<file path="config.mk">
export PLATFORM = sky130hd
export DESIGN_NAME = mult_rr_scheduler
export DESIGN_NICKNAME = d
export VERILOG_FILES = /design/src/rtl/mult_rr_scheduler.sv
export SDC_FILE = /design/constraint.sdc
export NUM_CORES = 1
export LEC_CHECK = 0
export CORE_UTILIZATION = 40
export CTS_CLUSTER_DIAMETER = 50
export CTS_CLUSTER_SIZE = 16
export DETAILED_ROUTE_END_ITERATION = 10
export HOLD_SLACK_MARGIN = 0.06
export PLACE_DENSITY = 0.63
export REMOVE_ABC_BUFFERS = 1
export SETUP_SLACK_MARGIN = 0.5
export SKIP_LAST_GASP = 1
export SYNTH_ARGS = -nofsm -noshare
export SYNTH_HDL_FRONTEND = slang
export SYNTH_HIERARCHICAL = 1
export SYNTH_SLANG_ARGS = --single-unit
</file>
<file path="constraint.sdc">
create_clock -name clk -period 5 [get_ports clk]
set_input_delay 0.75 -clock clk [delete_from_list [all_inputs] [get_ports clk]]
set_output_delay 0.75 -clock clk [all_outputs]
set_load 0.01 [all_outputs]
</file>
<file path="src/rtl/mult_rr_scheduler.sv">
// Round-robin front end sharing one combinational multiplier among NUM_REQ requesters.
// Two registered stages (operands, product), each with valid/ready backpressure.
module mult_rr_scheduler_mul #(
    parameter int A_BIT   = 16,
    parameter int B_BIT   = 8,
    parameter int OUT_BIT = 32
) (
    input  logic [A_BIT-1:0]   a,
    input  logic [B_BIT-1:0]   b,
    output logic [OUT_BIT-1:0] m
);
    logic [A_BIT+B_BIT-1:0] p;

    assign p = {{B_BIT{1'b0}}, a} * {{A_BIT{1'b0}}, b};
    assign m = OUT_BIT'(p);
endmodule

module mult_rr_scheduler #(
    parameter int NUM_REQ = 4,
    parameter int ID_BIT  = 2,
    parameter int A_BIT   = 16,
    parameter int B_BIT   = 8,
    parameter int OUT_BIT = 32
) (
    input  logic                     clk,
    input  logic                     rstn,
    input  logic [NUM_REQ-1:0]       req_valid,
    input  logic [NUM_REQ*A_BIT-1:0] req_a,
    input  logic [NUM_REQ*B_BIT-1:0] req_b,
    output logic [NUM_REQ-1:0]       req_ready,
    output logic                     rsp_valid,
    output logic [ID_BIT-1:0]        rsp_id,
    output logic [OUT_BIT-1:0]       rsp_m,
    input  logic                     rsp_ready,
    output logic                     busy
);
    logic [A_BIT-1:0]   op_a;
    logic [B_BIT-1:0]   op_b;
    logic [ID_BIT-1:0]  op_id;
    logic               op_valid;
    logic [ID_BIT-1:0]  ptr;
    logic [ID_BIT-1:0]  g;
    logic               any;
    logic               adv2;
    logic               s1_free;
    logic               xfer;
    logic [OUT_BIT-1:0] prod;

    assign adv2    = !rsp_valid | rsp_ready;
    assign s1_free = !op_valid | adv2;

    // Scan from the farthest offset down so the first hit after ptr wins last.
    always_comb begin
        logic [ID_BIT-1:0] idx;
        g   = '0;
        any = 1'b0;
        idx = '0;
        for (int i = NUM_REQ - 1; i >= 0; i--) begin
            idx = ptr + ID_BIT'(i);
            if (req_valid[idx]) begin
                g   = idx;
                any = 1'b1;
            end
        end
    end

    // Gated by rstn so no grant is shown while reset is held.
    for (genvar i = 0; i < NUM_REQ; i++) begin : g_rdy
        assign req_ready[i] = rstn && any && s1_free && (g == ID_BIT'(i));
    end

    assign xfer = |(req_valid & req_ready);
    assign busy = op_valid | rsp_valid;

    mult_rr_scheduler_mul #(
        .A_BIT  (A_BIT),
        .B_BIT  (B_BIT),
        .OUT_BIT(OUT_BIT)
    ) u_mul (
        .a(op_a),
        .b(op_b),
        .m(prod)
    );

    always_ff @(posedge clk or negedge rstn) begin
        if (!rstn) begin
            op_a      <= '0;
            op_b      <= '0;
            op_id     <= '0;
            op_valid  <= 1'b0;
            ptr       <= '0;
            rsp_valid <= 1'b0;
            rsp_id    <= '0;
            rsp_m     <= '0;
        end else begin
            if (xfer) begin
                op_a     <= req_a[g*A_BIT +: A_BIT];
                op_b     <= req_b[g*B_BIT +: B_BIT];
                op_id    <= g;
                op_valid <= 1'b1;
                ptr      <= g + ID_BIT'(1);
            end else if (s1_free) begin
                op_valid <= 1'b0;
            end

            if (adv2) begin
                if (op_valid) begin
                    rsp_m     <= prod;
                    rsp_id    <= op_id;
                    rsp_valid <= 1'b1;
                end else begin
                    rsp_valid <= 1'b0;
                end
            end
        end
    end
endmodule

</file>
==> impl_metrics.toml <==
[outcome]
outcome = "finished, violations left"
violations = "DRC"

[setup_path]
cp_max_fo = 4
crit_type = "flop to flop"
r2r-start = "op_b[4]$_DFFE_PN0P_"
reg2reg_slack_ns = 0.35
end_kind = "flop"
worst_setup_path_start_kind = "flop"
worstSetupStartpoint = "op_b[4]$_DFFE_PN0P_"
required_ns = 5.23
arrival_ns = 4.88

[detailed_routing]
wl_per_cell_um = 16.7
drt-initial-drc-count = 218
drtPass1Iterations = 7
vias = 6035
wl_um = 19700
vias_per_cell = 5.13
drc = 8
final_antenna_net_count = 0

[floorplan]
die_w_um = 138
rows = 49
dieArea_mm2 = 0.0191
die_y_um = 138
top_level_ports = 143
core_mm2 = 0.0181
start_util = 0.410

[placement]
dpl_cell_area_mm2 = 0.00903
io_buffers = 142
dp_slack_ns = -0.0169
hpwl_um = 14500
place_congestion = 0.836

[job]
cap_violations = 0

[yosys]
synth_area_leaders = "fa_1, dfrtp_1, and2_1, ha_1, mux2_2"
yosysSeqAreaShare = 0.216
async_flop_share = 1.00
yosysUniqueCellTypes = 50
syn_inst = 769
yosysMostFrequentCell = "and2_1"
synth-seq-cells = 64
avgSynthCellArea_um2 = 9.65
synth.largest_area_cell = "fa_1"
synth_top_area_frac = 0.227
yosysWarnings = 6
synth_common_cells = "and2_1, inv_1, nand2_1"
syn-cell-area_mm2 = 0.00742
synth_ff_type = "dfrtp_1"
synth_edf_count = 0

[global_routing]
antenna_found_initial = 0
grt_pass1_wl_um = 32000
grt_start_max_net_pins = 51
track_usage = 0.213
overflow = 0
grt_pass1_vias = 6269

[timing]
setup_ws_ns = 0.347
fin_crit_sh = 0.931
fin_tns_setup_ns = 0
setup_violations = 0
final_hold_viol_count = 0
report.final.slew_viol_count = 0
layout_min_cycle_time_ns = 4.65
relSlewSlack = 0.300
fmax_ghz = 0.215
rsz0062_at_grt = "yes"
tightest_slew_ns = 1.05
clock_skew_ns = 0.00873

[layout]
finalCoreUtilization = 0.549
stdcell_area_mm2 = 0.00992
fill_cells = 1619
n_antenna_cell = 0
final_layout_size_suffix_gt1_frac = 0.204
nets = 1176
syn2layout_area_growth_pct = 33.8

[cts]
cts.htree.levels = 3
cts_buffer_depth = 2
cts.sinks = 64
cts_made_buffers = 9
root_buffer = "clkbuf_16"
hold_buffers = 0
clk_latency_ns = 0.35
clkTransAtPathRegs_ns = 0.06
tritoncts = "done"

[worst_hold_path]
hp-class = "flop to flop"
min_from = "op_id[1]$_DFFE_PN0P_"
placed cells by master (no fill, tap or decap), types with 3 or more instances in the layout:
cell,count
clkdlybuf4s50_1,141
and2_1,103
inv_1,100
nand2_1,87
fa_1,79
buf_4,53
dfrtp_1,52
mux2_2,35
ha_1,35
nor2_1,31
a21boi_0,24
a311oi_1,24
a2111oi_2,22
xnor2_1,16
a21oi_1,12
dfrtp_2,12
clkbuf_16,9
ha_4,9
conb_1,8
o21ai_0,7
a21o_1,6
inv_2,5
xor2_1,5
fa_2,5
buf_6,4
a21oi_2,4
nand2_2,3
nand2b_1,3
nor3_1,3
o21ai_2,3
nand3_1,3
and2_4,3
path summary, 6_finish.rpt:
kind | cells after the start | endpoint
setup / recovery | 18 | rsp_m[21]$_DFFE_PN0P_
hold / removal | 1 | op_id[1]$_DFFE_PN0P_
setup reg to reg | 18 | rsp_m[21]$_DFFE_PN0P_
hold reg to reg | 1 | op_id[1]$_DFFE_PN0P_
max in group asynchronous | 3 | rsp_m[0]$_DFFE_PN0P_
min in group asynchronous | 2 | rsp_m[6]$_DFFE_PN0P_
routing by layer:
| layer | global-route usage | share of wire | vias up |
|---|---|---|---|
| met5 | 0 | 0 | - |
| met4 | 0.0716 | 0.022 | 0 |
| met3 | 0.0450 | 0.042 | 25 |
| met2 | 0.371 | 0.52 | 134 |
| met1 | 0.261 | 0.42 | 3014 |
| li1 | - | - | 2862 |
logic make-up after synthesis:
kind of cell,Yosys count,share of synthesized area
AOI/OAI and AO/OA,126,0.153
xor gates and xnor gates,21,0.0248
adders and majority gates,128,0.301
buffers and inverters,148,0.0854
DFF,64,0.216
muxes,35,0.0531
other,1,0.000506
and+or+nand+nor,246,0.167
stage by stage:
stage	instances	hold slack [ns]
2_1_floorplan	733	0.446
3_3_place_gp	1120	0.460
3_5_place_dp	1120	0.465
4_1_cts	1167	0.480
5_1_grt	1177	0.490
6_report	1177	0.475
cell type report:
cell class | count | area (µm²) | share of cell area
Clock inverter | 3 | 20.0 | 0.00202
Clock buffer | 11 | 243 | 0.0245
Multi-Input combinational cell | 564 | 5480 | 0.552
Sequential cell | 64 | 1620 | 0.163
Timing Repair Buffer | 201 | 1880 | 0.190
Inverter | 105 | 394 | 0.0397
Tap cell | 229 | 287 | 0.0289
sequential cells by signal (all words and copies together) (netlist names):
register	flops
op_a	16
rsp_id	2
op_b	8
op_id	2
op_valid	1
rsp_m	32
rsp_valid	1
ptr	2
worst max-delay path: stages, from the launching register on:
cell	delay, ns
dfrtp_2	0.43
buf_12	0.14
and2_4	0.15
fa_1	0.53
fa_1	0.43
fa_1	0.52
inv_2	0.05
fa_1	0.50
inv_2	0.05
ha_4	0.29
nand3_4	0.09
nor2_4	0.11
a21boi_4	0.19
o21ai_4	0.09
a2111oi_4	0.29
buf_4	0.20
o41ai_4	0.08
xnor2_1	0.14
mux2_2	0.26
what timing repair did:
| action | 4_1_cts | 5_1_grt |
|---|---|---|
| setup buffers | 33 | 10 |
| pin swaps | 25 | 12 |
| setup endpoints to repair | 12 | 12 |
| resized for setup | 54 | 16 |
Power is not shown: default switching activity piles up to over one toggle a cycle in this logic, so the estimate is an artifact.
==> patch 1: new RTL, config.mk and constraints unchanged <==
Reset style: synchronous (`rstn`), changed in one clocked block.
--- a/src/rtl/mult_rr_scheduler.sv
+++ b/src/rtl/mult_rr_scheduler.sv
@@ -83,5 +83,5 @@
     );
 
-    always_ff @(posedge clk or negedge rstn) begin
+    always_ff @(posedge clk) begin
         if (!rstn) begin
             op_a      <= '0;
Function: changed (Yosys sat finds a counterexample within 4 cycles, from zero or initial values and one cycle with rstn low; the reset may be asserted at any time).
==> patch 1 against the unedited design <==
  * Core utilization shrank 1.0 points
  * Sequential share of layout area shrank 2.6 points
  * Area after synthesis shrank 1.2%
  * Design area shrank 2.6%
  * Sequential cell count is the same
  * Clock skew shrank 0.76 ps
  * Critical path depth shrank 1
  * Fmax grew 3.1%
  * Setup slack gained 140 ps
  * Wire length grew 5.6%
Power is left out: it rests on default switching activity, and per cell area and clock period it moved more than threefold.
==> patch 1: results (changes against the unedited design) <==
outcome: complete, no violations
synth cell count leaders: nand2_1, and2_1, inv_1
biggest fanout along the worst timing path: 11 (+7)
layout cell share with drive strength beyond 1: 14.5% (-5.9 points)
crit path DAT: 4790 ps (-90 ps)
number of distinct library cells after synthesis: 51 (+2.0%)
first-pass GRT wire length: 33,900 µm (+5.9%)
worst setup timing slack at the placement stage: 16.6 ps (+33.6 ps)
placed cell count: 1,229 (+9.7%)
weighted congestion reported at the end of routability-driven placement: 0.828 (-0.93%)
clock-pin slew reported for the worst setup and hold paths after clock tree synthesis: 60 ps (about the same)
endpoint of the worst register-to-register path: rsp_m[21]
number of instances on the worst hold path: 2 (+1)
1st-pass router iterations: 4 (-3)
number of antenna violations at the first check in global routing: 1 (+1)
proportion of synthesized chip area in sequential cells: 17.5% (-4.1 points)
H-tree Lvls: 3 (unchanged)
combined global-route utilization of all metal layers: 23.4% (+2.1 points)
Worst Clk Skew: 7.97 ps (-0.758 ps)
via count of the first global-routing pass: 6,767 (+7.9%)
placed standard-cell area: 0.00893 mm² (-1.1%)
share of synthesized flip-flops with an asynchronous set or reset: 0% (-100 points)
tightest slew margin relative to the limit: 32.8% (+2.8 points)
mean instance size in the synthesized netlist: 8.29 µm² (-14%)
depth of the most critical reg-to-reg path: 17 (-1)
pin count of the biggest net entering global routing: 49 (-3.9%)
number of vias in the routed layout: 6,562 (+8.7%)
share of the synthesized area in the top cell type: 23.0% (+0.28 points)
worst reg2reg path startpoint: op_b[5]
predominant post-synthesis flop cell: dfxtp_1
top cells by area, synth: fa_1, dfxtp_1, and2_1
filler cell count in the final layout: 1,703 (+5.2%)
Post-Layout Inst Area: 0.00967 mm² (-2.6%)
drt wl/cell: 16.5 µm (-1.2%)
post-detailed-placement half-perimeter wirelength: 15,000 µm (+3.9%)
Detailed Route Iter0 Violations: 274 (+26%)
startpoint of the most critical hold path: rsp_m[31]
routed wire length: 20,800 µm (+5.6%)
-- patch 1: changes by cell type in the layout (fill, tap and decap cells not counted), sizes merged, moves of 35 or more --
cell | before | now
dfxtp | 0 | 64
o21ai | 14 | 63
dfrtp | 64 | 0
mux2 | 35 | 0
nor3 | 3 | 74
a21oi | 18 | 53
-- patch 1: worst max path at each step --
stage | startpoint | to | slack [ps]
2_1_floorplan | op_b[2] | rsp_m[18] | 590
3_3_place_gp | op_b[2] | rsp_m[18] | 130
4_1_cts | op_b[2] | rsp_m[21] | 480
3_5_place_dp | op_b[2] | rsp_m[21] | 20
6_report | op_b[5] | rsp_m[21] | 490
5_1_grt | op_b[5] | rsp_m[21] | 280
-- patch 1: final cells by class --
| class | instances | share of cell area (%) |
|---|---|---|
| Clock buffer | 12 | 2.55 |
| Clock inverter | 3 | 0.440 |
| Tap cell | 229 | 2.96 |
| Sequential cell | 64 | 13.7 |
| Inverter | 105 | 4.08 |
| Multi-Input combinational cell | 666 | 58.6 |
| Timing Repair Buffer | 179 | 17.7 |
-- patch 1: cell families (layout without fill, tap and decap cells) --
logic type | Yosys count | in the layout | synth area share [%]
flip-flops | 64 | 64 | 17.5
adder cells (fa/ha/maj) | 128 | 128 | 30.5
other | 1 | 8 | 0.0512
XOR/XNOR | 21 | 21 | 2.51
AND/OR/NAND/NOR | 346 | 346 | 25.6
multiplexers | 2 | 2 | 0.273
buffers and inverters | 161 | 299 | 9.53
AO/OA/AOI/OAI | 161 | 161 | 14.1
-- patch 1: repair_timing --
action                     in CTS  in global routing
setup endpoints to repair      11                  8
buffers inserted                4                 10
hold endpoints to repair        0                  0
pin swaps                      11                 23
resized for setup              45                 49
-- patch 1: layer usage --
metal,track usage (%),share of wire [%]
met1,28.4,43
met2,41.2,50
met3,4.82,4.6
met4,7.33,2.3
met5,0,0.072
==> patch 2: new RTL, same settings <==
Made on the original files. `B_BIT` is set to 8 in 2 places; all go to 16.
--- a/src/rtl/mult_rr_scheduler.sv
+++ b/src/rtl/mult_rr_scheduler.sv
@@ -3,5 +3,5 @@
 module mult_rr_scheduler_mul #(
     parameter int A_BIT   = 16,
-    parameter int B_BIT   = 8,
+    parameter int B_BIT   = 16,
     parameter int OUT_BIT = 32
 ) (
@@ -20,5 +20,5 @@
     parameter int ID_BIT  = 2,
     parameter int A_BIT   = 16,
-    parameter int B_BIT   = 8,
+    parameter int B_BIT   = 16,
     parameter int OUT_BIT = 32
 ) (
Ports: changed (resized req_b); port bits go from 143 to 175. The function was not compared with the original's and may differ.
==> patch 2 against the unedited design <==
  * The flow finishes with violations (setup timing)
  * Fmax decreased by 18%
  * Setup slack worse by 1000 ps
  * Design area grew 79%
  * Area after synthesis is 76% higher
  * Wire length is 89% higher
  * Sequential cell count rose by 8
  * Count of clock-buffer cells in the layout down 2
  * Largest cell class unchanged
Power is not shown: default switching activity piles up to over one toggle a cycle in this logic, so the estimate is an artifact.
==> patch 2: results (changes against the unedited design) <==
met2 global-route usage: 40.5% (+3.4 points)
1st-pass router iterations: 5 (-2)
met3 Usage GRT: 2.91% (-1.6 points)
number of distinct library cells after synthesis: 67 (+34%)
number of synthesized register bits: 72 (+13%)
Non-clk invs: 222 (+110%)
GR Layer Usage met1: 28.8% (+2.7 points)
worst setup timing slack at the placement stage: -935 ps (-918 ps)
synth cell count leaders: nand2_1, inv_1, fa_1
final setup violating endpoints: 22 (+22)
first-pass GRT wire length: 59,800 µm (+87%)
routed wire length: 37,200 µm (+89%)
biggest fanout along the worst timing path: 5 (+1)
Worst Slack Setup Final: -699 ps (-1050 ps)
met2 routed wirelength: 19,600 µm (+94%)
tightest slew margin relative to the limit: 44.3% (+14 points)
weighted congestion reported at the end of routability-driven placement: 0.880 (+5.3%)
NumNets Final: 2,129 (+81%)
proportion of synthesized chip area in sequential cells: 13.8% (-7.8 points)
outcome: complete, but fails checks
violations in the final reports: setup timing
summed negative setup slack over all endpoints: -12,140 ps (-12,140 ps)
class of the most critical hold timing path: in2async
post-detailed-placement half-perimeter wirelength: 29,000 µm (+100%)
Detailed Route Iter0 Violations: 523 (+140%)
top cells by area, synth: fa_1, dfrtp_1, ha_1
worst reg2reg path startpoint: op_b[5]
Signal buffers: 383 (+91%)
clock-pin slew reported for the worst setup and hold paths after clock tree synthesis: 80 ps (+20 ps)
depth of the most critical reg-to-reg path: 21 (+3)
mean instance size in the synthesized netlist: 9.44 µm² (-2.2%)
pin count of the biggest net entering global routing: 42 (-18%)
Regs by FF count: rsp_m x32, op_a x16, op_b x16
met1 layer wirelength in the final routing: 15,400 µm (+86%)
DIE AREA: 0.0333 mm² (+74%)
met3 wirelength from detailed routing: 1500 µm (+83%)
#MultiIn Comb: 1,008 (+79%)
area occupied by multi-input gates: 0.0107 mm² (+96%)
filler cell count in the final layout: 2,757 (+70%)
Worst Clk Skew: 16.9 ps (+8.18 ps)
[patch 2: cell types whose count changed after synthesis, moves of 19 or more]
| cell | delta |
|---|---|
| a311oi_2 | +29 |
| ha_1 | +60 |
| clkbuf_1 | +28 |
| and3_1 | +27 |
| inv_1 | +118 |
| fa_1 | +110 |
| nand2_1 | +138 |
| a311oi_1 | -19 |
| a21boi_0 | -25 |
[patch 2: what timing repair did]
item | CTS | global route
gates cloned | 0 | 0
setup endpoints to repair | 24 | 25
pin swaps | 59 | 28
endpoints found under the hold margin | 0 | 0
gates resized for setup | 194 | 51
buffers inserted | 35 | 13
[patch 2: cells by family (layout without fill, tap and decap cells)]
logic type	Yosys count	count (layout)	share of synthesized area, %
mux	37	37	3.23
fa+ha+maj	298	298	39.8
xor+xnor	27	27	1.81
flops	72	72	13.8
buf+inv	301	621	9.88
compound gates	157	157	12.7
simple gates	489	489	18.8
